===== src/rtl/crypto1_sched_pkg.sv =====
// Shared types, widths and helpers for the Crypto1 key-search scheduler.
package crypto1_sched_pkg;

  localparam int KEY_W      = 48;
  localparam int KEY_BITS_W = $clog2(KEY_W);

  typedef enum logic [2:0] {
    ST_IDLE  = 3'd0,
    ST_RST   = 3'd1,
    ST_RUN   = 3'd2,
    ST_SHIFT = 3'd3,
    ST_FOUND = 3'd4,
    ST_EXH   = 3'd5
  } state_t;

  // Priority encoder: index of the lowest set bit, 0 when the vector is empty.
  function automatic logic [7:0] lowest_set(input logic [255:0] vec);
    logic [7:0] idx;
    idx = 8'd0;
    for (int i = 255; i >= 0; i--) begin
      idx = vec[i] ? 8'(i) : idx;
    end
    return idx;
  endfunction

endpackage


===== src/rtl/crypto1_key_reader.sv =====
// Two-phase serial key reader: phase A raises the strobe, phase B waits for the
// core to register its next bit and shifts it in at the end of the phase.
module crypto1_key_reader
  import crypto1_sched_pkg::*;
(
  input  logic             clk_i,
  input  logic             rst_ni,
  input  logic             clr_i,
  input  logic             start_i,
  input  logic             abort_i,
  input  logic             data_i,
  output logic             busy_o,
  output logic             done_o,
  output logic             strobe_o,
  output logic [KEY_W-1:0] key_o
);

  logic                  busy_q, busy_d;
  logic                  phase_q, phase_d;
  logic [KEY_BITS_W-1:0] cnt_q, cnt_d;
  logic [KEY_W-1:0]      key_q, key_d;
  logic                  last_s;

  assign last_s   = busy_q & phase_q & (cnt_q == KEY_BITS_W'(KEY_W - 1));
  // Strobe is the next-cycle phase-A indication so the top can register it.
  assign strobe_o = busy_d & ~phase_d;
  assign done_o   = last_s;
  assign busy_o   = busy_q;
  assign key_o    = key_q;

  // Next-state logic for phase, bit counter and shift register.
  always_comb begin
    busy_d  = busy_q;
    phase_d = phase_q;
    cnt_d   = cnt_q;
    key_d   = key_q;
    if (abort_i) begin
      busy_d  = 1'b0;
      phase_d = 1'b0;
    end else if (clr_i) begin
      busy_d  = 1'b0;
      phase_d = 1'b0;
      cnt_d   = '0;
      key_d   = '0;
    end else if (start_i && !busy_q) begin
      busy_d  = 1'b1;
      phase_d = 1'b0;
      cnt_d   = '0;
    end else if (busy_q && !phase_q) begin
      phase_d = 1'b1;
    end else if (busy_q && phase_q) begin
      key_d   = {key_q[KEY_W-2:0], data_i};
      phase_d = 1'b0;
      if (last_s) begin
        busy_d = 1'b0;
      end else begin
        cnt_d = cnt_q + KEY_BITS_W'(1);
      end
    end else begin
      busy_d = busy_q;
    end
  end

  // Reader state registers.
  always_ff @(posedge clk_i or negedge rst_ni) begin
    if (!rst_ni) begin
      busy_q  <= 1'b0;
      phase_q <= 1'b0;
      cnt_q   <= '0;
      key_q   <= '0;
    end else begin
      busy_q  <= busy_d;
      phase_q <= phase_d;
      cnt_q   <= cnt_d;
      key_q   <= key_d;
    end
  end

endmodule


===== src/rtl/crypto1_sched.sv =====
// Scheduler for an array of Crypto1 key-search cores: sequences core reset and
// run, reads out the first recovered key and reports status and run length.
module crypto1_sched
  import crypto1_sched_pkg::*;
#(
  parameter int NCORES  = 4,
  parameter int RST_CYC = 4,
  parameter int CNT_W   = 40
) (
  input  logic              CLK,
  input  logic              RESETn,
  input  logic              START,
  input  logic              ABORT,
  input  logic [KEY_W-1:0]  BITSTREAM_IN,
  output logic              BUSY,
  output logic              KEY_FOUND,
  output logic              EXHAUSTED,
  output logic [KEY_W-1:0]  KEY,
  output logic [CNT_W-1:0]  CYCLES,
  output logic [KEY_W-1:0]  BITSTREAM,
  output logic              CORE_RESETn,
  input  logic [NCORES-1:0] CORE_DONE,
  input  logic [NCORES-1:0] CORE_KEY_VALID,
  input  logic [NCORES-1:0] CORE_KEY_DATA,
  output logic [NCORES-1:0] CORE_KEY_CLK
);

  localparam int RST_W = (RST_CYC > 1) ? $clog2(RST_CYC) : 1;

  state_t            state_q;
  logic              busy_q, found_q, exh_q, core_rstn_q;
  logic [CNT_W-1:0]  cycles_q;
  logic [KEY_W-1:0]  bitstream_q;
  logic [RST_W-1:0]  rst_cnt_q;
  logic [7:0]        sel_q;
  logic [NCORES-1:0] key_clk_q;

  logic              search_start_s, rd_start_s, rd_abort_s;
  logic              rd_busy_s, rd_done_s, rd_strobe_s, rd_data_s;
  logic [7:0]        sel_prio_s, sel_d;
  logic [NCORES-1:0] key_clk_d;
  logic [CNT_W-1:0]  cycles_inc_s;

  assign search_start_s = START & ~ABORT &
                          ((state_q == ST_IDLE) | (state_q == ST_FOUND) | (state_q == ST_EXH));
  assign rd_start_s     = (state_q == ST_RUN) & (|CORE_KEY_VALID) & ~ABORT;
  assign rd_abort_s     = ABORT & (state_q != ST_IDLE);
  assign sel_prio_s     = lowest_set(256'(CORE_KEY_VALID));
  assign cycles_inc_s   = (&cycles_q) ? cycles_q : cycles_q + CNT_W'(1);

  // Selected core: freshly encoded while in RUN, frozen for the whole readout.
  always_comb begin
    if (state_q == ST_RUN) begin
      sel_d = sel_prio_s;
    end else begin
      sel_d = sel_q;
    end
  end

  // Mux the selected core's data bit in and demux the strobe out to it.
  always_comb begin
    key_clk_d = '0;
    rd_data_s = 1'b0;
    for (int i = 0; i < NCORES; i++) begin
      key_clk_d[i] = rd_strobe_s & (sel_d == 8'(i));
      rd_data_s    = rd_data_s | (CORE_KEY_DATA[i] & (sel_q == 8'(i)));
    end
  end

  crypto1_key_reader u_reader (
    .clk_i    (CLK),
    .rst_ni   (RESETn),
    .clr_i    (search_start_s),
    .start_i  (rd_start_s),
    .abort_i  (rd_abort_s),
    .data_i   (rd_data_s),
    .busy_o   (rd_busy_s),
    .done_o   (rd_done_s),
    .strobe_o (rd_strobe_s),
    .key_o    (KEY)
  );

  // Main control FSM with registered status and core-control outputs.
  always_ff @(posedge CLK or negedge RESETn) begin
    if (!RESETn) begin
      state_q     <= ST_IDLE;
      busy_q      <= 1'b0;
      found_q     <= 1'b0;
      exh_q       <= 1'b0;
      core_rstn_q <= 1'b0;
      cycles_q    <= '0;
      bitstream_q <= '0;
      rst_cnt_q   <= '0;
      sel_q       <= 8'd0;
      key_clk_q   <= '0;
    end else begin
      key_clk_q <= key_clk_d;
      if (rd_abort_s) begin
        state_q     <= ST_IDLE;
        busy_q      <= 1'b0;
        core_rstn_q <= 1'b0;
        found_q     <= 1'b0;
        exh_q       <= 1'b0;
      end else begin
        case (state_q)
          ST_IDLE, ST_FOUND, ST_EXH: begin
            if (search_start_s) begin
              bitstream_q <= BITSTREAM_IN;
              found_q     <= 1'b0;
              exh_q       <= 1'b0;
              cycles_q    <= '0;
              busy_q      <= 1'b1;
              core_rstn_q <= 1'b0;
              rst_cnt_q   <= '0;
              state_q     <= ST_RST;
            end
          end
          ST_RST: begin
            if (rst_cnt_q == RST_W'(RST_CYC - 1)) begin
              core_rstn_q <= 1'b1;
              state_q     <= ST_RUN;
            end else begin
              rst_cnt_q <= rst_cnt_q + RST_W'(1);
            end
          end
          ST_RUN: begin
            cycles_q <= cycles_inc_s;
            if (|CORE_KEY_VALID) begin
              sel_q   <= sel_d;
              state_q <= ST_SHIFT;
            end else if (&CORE_DONE) begin
              exh_q       <= 1'b1;
              busy_q      <= 1'b0;
              core_rstn_q <= 1'b0;
              state_q     <= ST_EXH;
            end
          end
          ST_SHIFT: begin
            cycles_q <= cycles_inc_s;
            if (rd_done_s) begin
              found_q     <= 1'b1;
              busy_q      <= 1'b0;
              core_rstn_q <= 1'b0;
              state_q     <= ST_FOUND;
            end else if (!rd_busy_s) begin
              // Reader lost its readout unexpectedly: park safely.
              busy_q      <= 1'b0;
              core_rstn_q <= 1'b0;
              state_q     <= ST_IDLE;
            end
          end
          default: begin
            busy_q      <= 1'b0;
            core_rstn_q <= 1'b0;
            state_q     <= ST_IDLE;
          end
        endcase
      end
    end
  end

  assign BUSY         = busy_q;
  assign KEY_FOUND    = found_q;
  assign EXHAUSTED    = exh_q;
  assign CYCLES       = cycles_q;
  assign BITSTREAM    = bitstream_q;
  assign CORE_RESETn  = core_rstn_q;
  assign CORE_KEY_CLK = key_clk_q;

endmodule


===== config.mk =====
export PLATFORM = sky130hd
export DESIGN_NAME = crypto1_sched
export DESIGN_NICKNAME = d
export VERILOG_FILES = /design/src/rtl/crypto1_sched_pkg.sv /design/src/rtl/crypto1_key_reader.sv /design/src/rtl/crypto1_sched.sv
export SDC_FILE = /design/constraint.sdc
export NUM_CORES = 1
export LEC_CHECK = 0
export CAP_MARGIN = 5
export CORE_MARGIN = 1
export CORE_UTILIZATION = 45
export CTS_BUF_LIST = sky130_fd_sc_hd__clkbuf_4
export CTS_CLUSTER_SIZE = 14
export DETAILED_ROUTE_END_ITERATION = 10
export HOLD_SLACK_MARGIN = 0.15
export PLACE_DENSITY_LB_ADDON = 0.05
export SYNTH_ARGS = -nofsm -noshare
export SYNTH_HDL_FRONTEND = slang
export SYNTH_SLANG_ARGS = --single-unit

===== constraint.sdc =====
create_clock -name CLK -period 2.38 [get_ports CLK]
set_input_delay 0.238 -clock CLK [delete_from_list [all_inputs] [get_ports CLK]]
set_output_delay 0.238 -clock CLK [all_outputs]
set_load 0.005 [all_outputs]

==> impl_results.md, run 1 <==
* Worst skew pair latency at 0.54 ns
* Slew Limit Headroom at 62.14%
* Crit share post-route at 91.07%
* Worst Path Max Fanout at 8
* Crit path launch: CYCLES[0]
* Avg Vias per Cell at 5.260
* Share of cells above drive strength 1 at 8.929%
* DP Cell Count at 1126
* # setup viols final at 0
* Remaining DRCs at 0
* Post-Synthesis Cell Area at 7296 um2
* Clock transition at path regs at 0.14 ns
* Starting DRT DRC Count at 351
* Asr flop ratio synth at 100.0%
* Rows at 46
* Post-Layout Cell Count at 1169
* DP HPWL at 13220 um
* Clock skew at 0.01857 ns
* Final wirelength at 18630 um
* Ranking of synthesized cells by area: dfrtp_1 57%, nand2_1 9.0%, a22o_1 5.6%
* Vias in the first global route at 5949
* Final nets at 1008
* CP endpoint: CYCLES[30]
* Reg-to-Reg End: CYCLES[30]
* RSZ-0062 raised after global routing: no
* Final Hold Viols at 0
* Placer congestion estimate at 0.8578
* Min-delay worst type: in2reg
* Cell taking the most area after synthesis: dfrtp_1
* Final Power at 7.794 mW
* Gr ovfl total at 0
* Pwr Density at 773.3 nW/um2
* R2R Path Start: CYCLES[0]
* Post-CTS resize count at 0
* Most frequent cell after synthesis: nand2_1
* Initial antenna violation count at 1
* I/O Buffers at 207
* Die height at 129.3 um
* Wirelength per Cell at 15.94 um
* Largest net degree at the start of global routing at 71
* CTS buffer count at 17
* Syn_area_per_cell at 10.29 um2
* Setup TNS at 0 ns
* Number of flops mapped to enable cells by yosys at 0
* Root Buffer: clkbuf_4
* Setup bufs post-CTS at 0
* Fillers at 1290
* Fmax at 0.4614 GHz
* Worst Setup Start Kind: flip-flop
* Yosys cell types at 64
* Sink Count at 165
* Critical Path RT at 2.79 ns
* Leak pwr at 4.565 nW
* CP Class: reg2reg
* Crit. End Element: flip-flop
* R2R depth at 7
* H-tree lvl count at 4
* Global-route wire length before repair at 30190 um
* Max-slew violations at 0
* Actual slew at the worst max-slew pin at 0.5680 ns
* DR vias at 6149
* Reg2reg setup slack at 0.21 ns
* CTS tree: done
* Final Util at 63.68%
* Commonest cells in the netlist: 175 x nand2_1, 165 x dfrtp_1, 55 x nor2_1
* Post-Syn Nets at 778
* Cells after Synth at 709
* Arrival @ worst endpoint at 2.58 ns
* Sequential element share of the synthesized area at 56.59%
* Total GRT Usage at 23.33%
* Die area at 16730 um2
* Max cap viols at 0
* DR pass1 iterations at 4
* Clock tree buffer depth at 2
* Worst vdd ir at 604.4 uV
* Initial cell density of the core at 46.09%
* I/O Pins at 208
* ANT nets after route at 0
* Core area at 15830 um2
* YS warnings at 0
* Yosys reg bits at 165
* Ys flop type: dfrtp_1
* Area Growth Syn to Fin at 38.14%
* Status: complete, no violations
* Chip Width at 129.3 um
* Min Tclk post-route at 2.167 ns
* Area share of the largest cell type after synthesis at 56.59%
==> cell type report <==
type	instances	area [um2]	share of cell area, %
timing repair buffer	243	2416	23.97
clock inverter	15	107.6	1.068
multi-input combinational	506	3003	29.80
inverter	6	22.52	0.2235
antenna	1	2.502	0.02483
clock buffer	17	127.6	1.266
sequential	165	4129	40.97
tap	216	270.3	2.682
==> registers in the layout (all words and copies together), names as in the netlist, 2 cells and up <==
name            count
rst_cnt_q           2
u_reader.cnt_q      6
state_q             3
BITSTREAM          48
CORE_KEY_CLK        4
CYCLES             40
sel_q               8
u_reader.key_o     48
==> cell families after synthesis <==
logic type,Yosys count,share of synthesized area (%)
DFF,165,56.59
and+or+nand+nor,354,23.75
AOI/OAI and AO/OA,104,10.86
xor gates and xnor gates,36,4.322
buffers and inverters,38,2.435
adders and majority gates,5,0.8575
muxes,7,1.183
==> power by group <==
group          total (mW)  internal (mW)  switching, mW
clock                1.43          0.421           1.01
sequential           3.68           3.32          0.358
combinational        2.68           1.41           1.27
==> worst min-delay path by stage <==
stage,start,to,slack [ns],depth (start not counted)
3_5_place_dp,RESETn,CYCLES[38],0.17,1
4_1_cts,BITSTREAM_IN[9],BITSTREAM[9],0.15,3
2_1_floorplan,RESETn,BITSTREAM[0],-0.06,0
3_3_place_gp,RESETn,u_reader.key_o[46],0.16,1
5_1_grt,BITSTREAM_IN[5],BITSTREAM[5],0.15,3
6_report,BITSTREAM_IN[43],BITSTREAM[43],0.22,3
==> layout by cell type (no fill, tap or decap), types with 4 or more instances in the layout <==
cell             netlist  final
and3_1                 8      7
clkinv_2               0      4
nand2_1              175    175
nand4_1               23     23
or3_1                  8      8
xor2_1                34     34
nand3_1               19     18
clkdlybuf4s50_1        0    206
o21ai_0               10     10
nor3_1                14     13
ha_1                   5      5
o21ai_1               12     12
dfrtp_1              165    165
nor2b_1                8      8
clkbuf_4               0     17
nor2_1                55     55
buf_4                  2     23
nand2b_1               5      4
buf_12                 0      4
clkinv_4               0      4
inv_1                  6      6
a21oi_1               16     16
a22o_1                47     47
dlygate4sd3_1          0      9
nor4_1                 5      5
==> timing repair <==
action | in CTS | in global routing
setup endpoints to repair | 0 | 1
hold buffers | 6 | 4
endpoints found under the hold margin | 169 | 4
==> critical path, cell delays in order (launching register included) <==
cell	delay, ns
dfrtp_1	0.37
ha_1	0.19
nand4_1	0.15
or2_1	0.29
a2111oi_4	0.59
nand4_1	0.20
xor2_1	0.19
nor2_1	0.06
==> per-stage QoR <==
stage	hold WS, ns	worst slack, ns	cell area (um2)
final	0.2179	0.2126	10080
after global routing	0.1545	0.0008566	10080
after CTS	0.1500	0.1943	10040
after detailed placement	0.1688	0.1445	9731
after global placement	0.1641	0.1965	9731
after floorplan	-0.05759	0.4350	7296
==> routing by layer <==
metal	global-route usage, %	vias up	part of all wire [%]
li1	-	2906	-
met1	31.01	3023	44
met2	35.67	194	47
met3	7.102	26	6.1
met4	9.412	0	2.8
met5	0	-	0
Power figures use the tool's default switching activity.
==> run 2: changes to the inputs <==
==> constraint.sdc (replaced) <==
create_clock -name CLK -period 2.77 [get_ports CLK]
set_input_delay 0.277 -clock CLK [delete_from_list [all_inputs] [get_ports CLK]]
set_output_delay 0.277 -clock CLK [all_outputs]
set_load 0.005 [all_outputs]
==> run 2 against run 1 <==
- clock power shrank 6%
- power fell by 13%
- critical path depth unchanged
- largest power group unchanged
==> impl_results.md, run 2 (synthesized netlist as in run 1, its figures left out) <==
* Commonest non-fill, non-tap cells in the layout: 206 x clkdlybuf4s50_1, 175 x nand2_1, 165 x dfrtp_1
* Final wirelength at 18680 um (+0.30%)
* Die area at 16730 um2 (unchanged)
* Fillers at 1336 (+3.6%)
* Area Growth Syn to Fin at 35.69%
* Leak pwr at 4.441 nW (-2.7%)
* Post-Layout Cell Count at 1145 (-2.1%)
* Worst vdd ir at 379.3 uV (-37%)
* Max-slew violations at 0 (unchanged)
* DR pass1 iterations at 6 (+2)
* R2R depth at 7 (unchanged)
* Clock tree buffer depth at 2 (unchanged)
* Reg-to-Reg End: CYCLES[32]
* Setup WS post-layout at 0.4628 ns (+0.2502 ns)
* Sequential share of power at 47.6% (+0.4 points)
* DP HPWL at 13040 um (-1.4%)
* Hold path startpoint: BITSTREAM_IN[37]
* Max cap viols at 0 (unchanged)
* Chip Width at 129.3 um (unchanged)
* CTS tree: done
* I/O Pins at 208 (unchanged)
* Die height at 129.3 um (unchanged)
* Total GRT Usage at 23.61% (+0.27 points)
* Critical Path RT at 3.21 ns (+0.42 ns)
* Initial cell density of the core at 46.09% (unchanged)
* Clock transition at path regs at 0.15 ns (about the same)
* # setup viols final at 0 (unchanged)
* ANT nets after route at 0 (unchanged)
* Avg Vias per Cell at 5.329 (+1.3%)
* Fmax at 0.4334 GHz (-6.1%)
* Gr ovfl total at 0 (unchanged)
* Worst hold path stage count at 3 (unchanged)
* Crit share post-route at 83.29% (-7.8 points)
* Final nets at 984 (-2.4%)
* H-tree lvl count at 4 (unchanged)
* Global-route wire length before repair at 30580 um (+1.3%)
* Min-delay worst type: in2reg
* Core area at 15830 um2 (unchanged)
* Status: complete, no violations
* Setup TNS at 0 ns (unchanged)
* Pwr Density at 682.0 nW/um2 (-12%)
* Post-CTS resize count at 0 (unchanged)
* Wirelength per Cell at 16.32 um (+2.4%)
* Worst Hold End: BITSTREAM[37]
* Arrival @ worst endpoint at 2.75 ns (+0.17 ns)
* Root Buffer: clkbuf_4
* Starting DRT DRC Count at 453 (+29%)
* Share of cells above drive strength 1 at 7.328% (-1.6 points)
* Combinational Power Share at 32.7% (-1.7 points)
* Placer congestion estimate at 0.8347 (-2.7%)
* Crit. End Element: flip-flop
* Rows at 46 (unchanged)
* CP Class: reg2reg
* Final Hold Viols at 0 (unchanged)
* DR vias at 6102 (-0.76%)
* Min Tclk post-route at 2.307 ns (+0.1398 ns)
* I/O Buffers at 207 (unchanged)
* Initial antenna violation count at 1 (unchanged)
* CTS buffer count at 17 (unchanged)
* Sink Count at 165 (unchanged)
* Vias in the first global route at 6024 (+1.3%)
* Largest net degree at the start of global routing at 86 (+21%)
* DP Cell Count at 1111 (-1.3%)
* Reg2reg setup slack at 0.46 ns (+0.25 ns)
* Int Power at 4.467 mW (-13%)
* Worst Path Max Fanout at 8 (unchanged)
* Worst Setup Start Kind: flip-flop
* R2R Path Start: CYCLES[1]
* Psw at 2.284 mW (-13%)
* Slew Limit Headroom at 56.44% (-5.7 points)
* Clock Power Share at 19.8% (+1.4 points)
* Remaining DRCs at 0 (unchanged)
* Commonest non-fill, non-tap cell in the layout: clkdlybuf4s50_1
* Clock skew at 0.01698 ns (-0.001592 ns)
* Worst skew pair latency at 0.56 ns (+0.02 ns)
* Pre-CTS WS at 0.3021 ns (+0.1576 ns)
* Switching Fraction at 33.83% (about the same)
* RSZ-0062 raised after global routing: no
* Actual slew at the worst max-slew pin at 0.6534 ns (+0.08546 ns)
==> run 2: cell count changes in the layout (fill, tap and decap cells not counted), sizes merged <==
cell,delta
clkinvlp,+3
dlygate4sd3,-8
clkinv,-4
buf,-16
bufinv,+1
==> run 2: final cells by class <==
class / instances / area (um2) / area share, %
repair buffers: 219 / 2216 / 22.38
diodes: 1 / 2.502 / 0.02528
clock buffers: 17 / 127.6 / 1.289
flip-flops and latches: 165 / 4129 / 41.71
multi-input cells: 506 / 3003 / 30.33
inverters: 6 / 22.52 / 0.2275
clock inverters: 15 / 128.9 / 1.302
well taps: 216 / 270.3 / 2.730
==> run 2: worst max-delay path: stages, from the launching register on <==
cell,delay (ns)
dfrtp_1,0.51
ha_1,0.24
nand4_1,0.15
or2_1,0.29
a2111oi_4,0.59
nand4_1,0.19
xor2_1,0.17
nor2_1,0.06
==> run 2: through the flow <==
step	hold slack (ns)	power [mW]	area (um2)	utilization (%)
5_1_grt	0.1692	7.207	9899	62.55
3_5_place_dp	0.3248	5.459	9630	60.85
4_1_cts	0.1788	6.817	9897	62.53
2_1_floorplan	-0.01859	4.178	7296	-
6_report	0.2204	6.751	9899	62.55
3_3_place_gp	0.3121	5.384	9630	60.85
==> run 2: metal layers <==
layer / global-route usage, % / wire, um / up-vias / share of wire [%]
li1: - / - / 2865 / -
met1: 31.22 / 8155 / 2996 / 44
met2: 37.32 / 8938 / 215 / 48
met3: 6.235 / 1237 / 26 / 6.6
met4: 8.858 / 352 / 0 / 1.9
met5: 0 / 0 / - / 0
==> run 2: how the worst max path moves through the flow <==
stage | slack [ns] | startpoint | to
2_1_floorplan | 0.82 | CYCLES[0] | CYCLES[8]
3_3_place_gp | 0.34 | ABORT | u_reader.key_o[28]
3_5_place_dp | 0.30 | ABORT | u_reader.key_o[13]
4_1_cts | 0.48 | CYCLES[1] | CYCLES[32]
5_1_grt | 0.25 | CYCLES[1] | CYCLES[32]
6_report | 0.46 | CYCLES[1] | CYCLES[32]
==> run 2: what timing repair did <==
item | 4_1_cts | 5_1_grt
endpoints found under the hold margin | 66 | 0
setup buffers | 0 | 0
hold buffers | 1 | 0
==> run 2: power by group through the flow <==
stage	sequential [mW]	combinational [mW]	clock, mW
finish	3.21	2.21	1.34
global route	3.27	2.45	1.49
CTS	3.21	2.23	1.38
detailed placement	3.24	2.22	0
global placement	3.22	2.16	0
floorplan	3.20	0.977	0
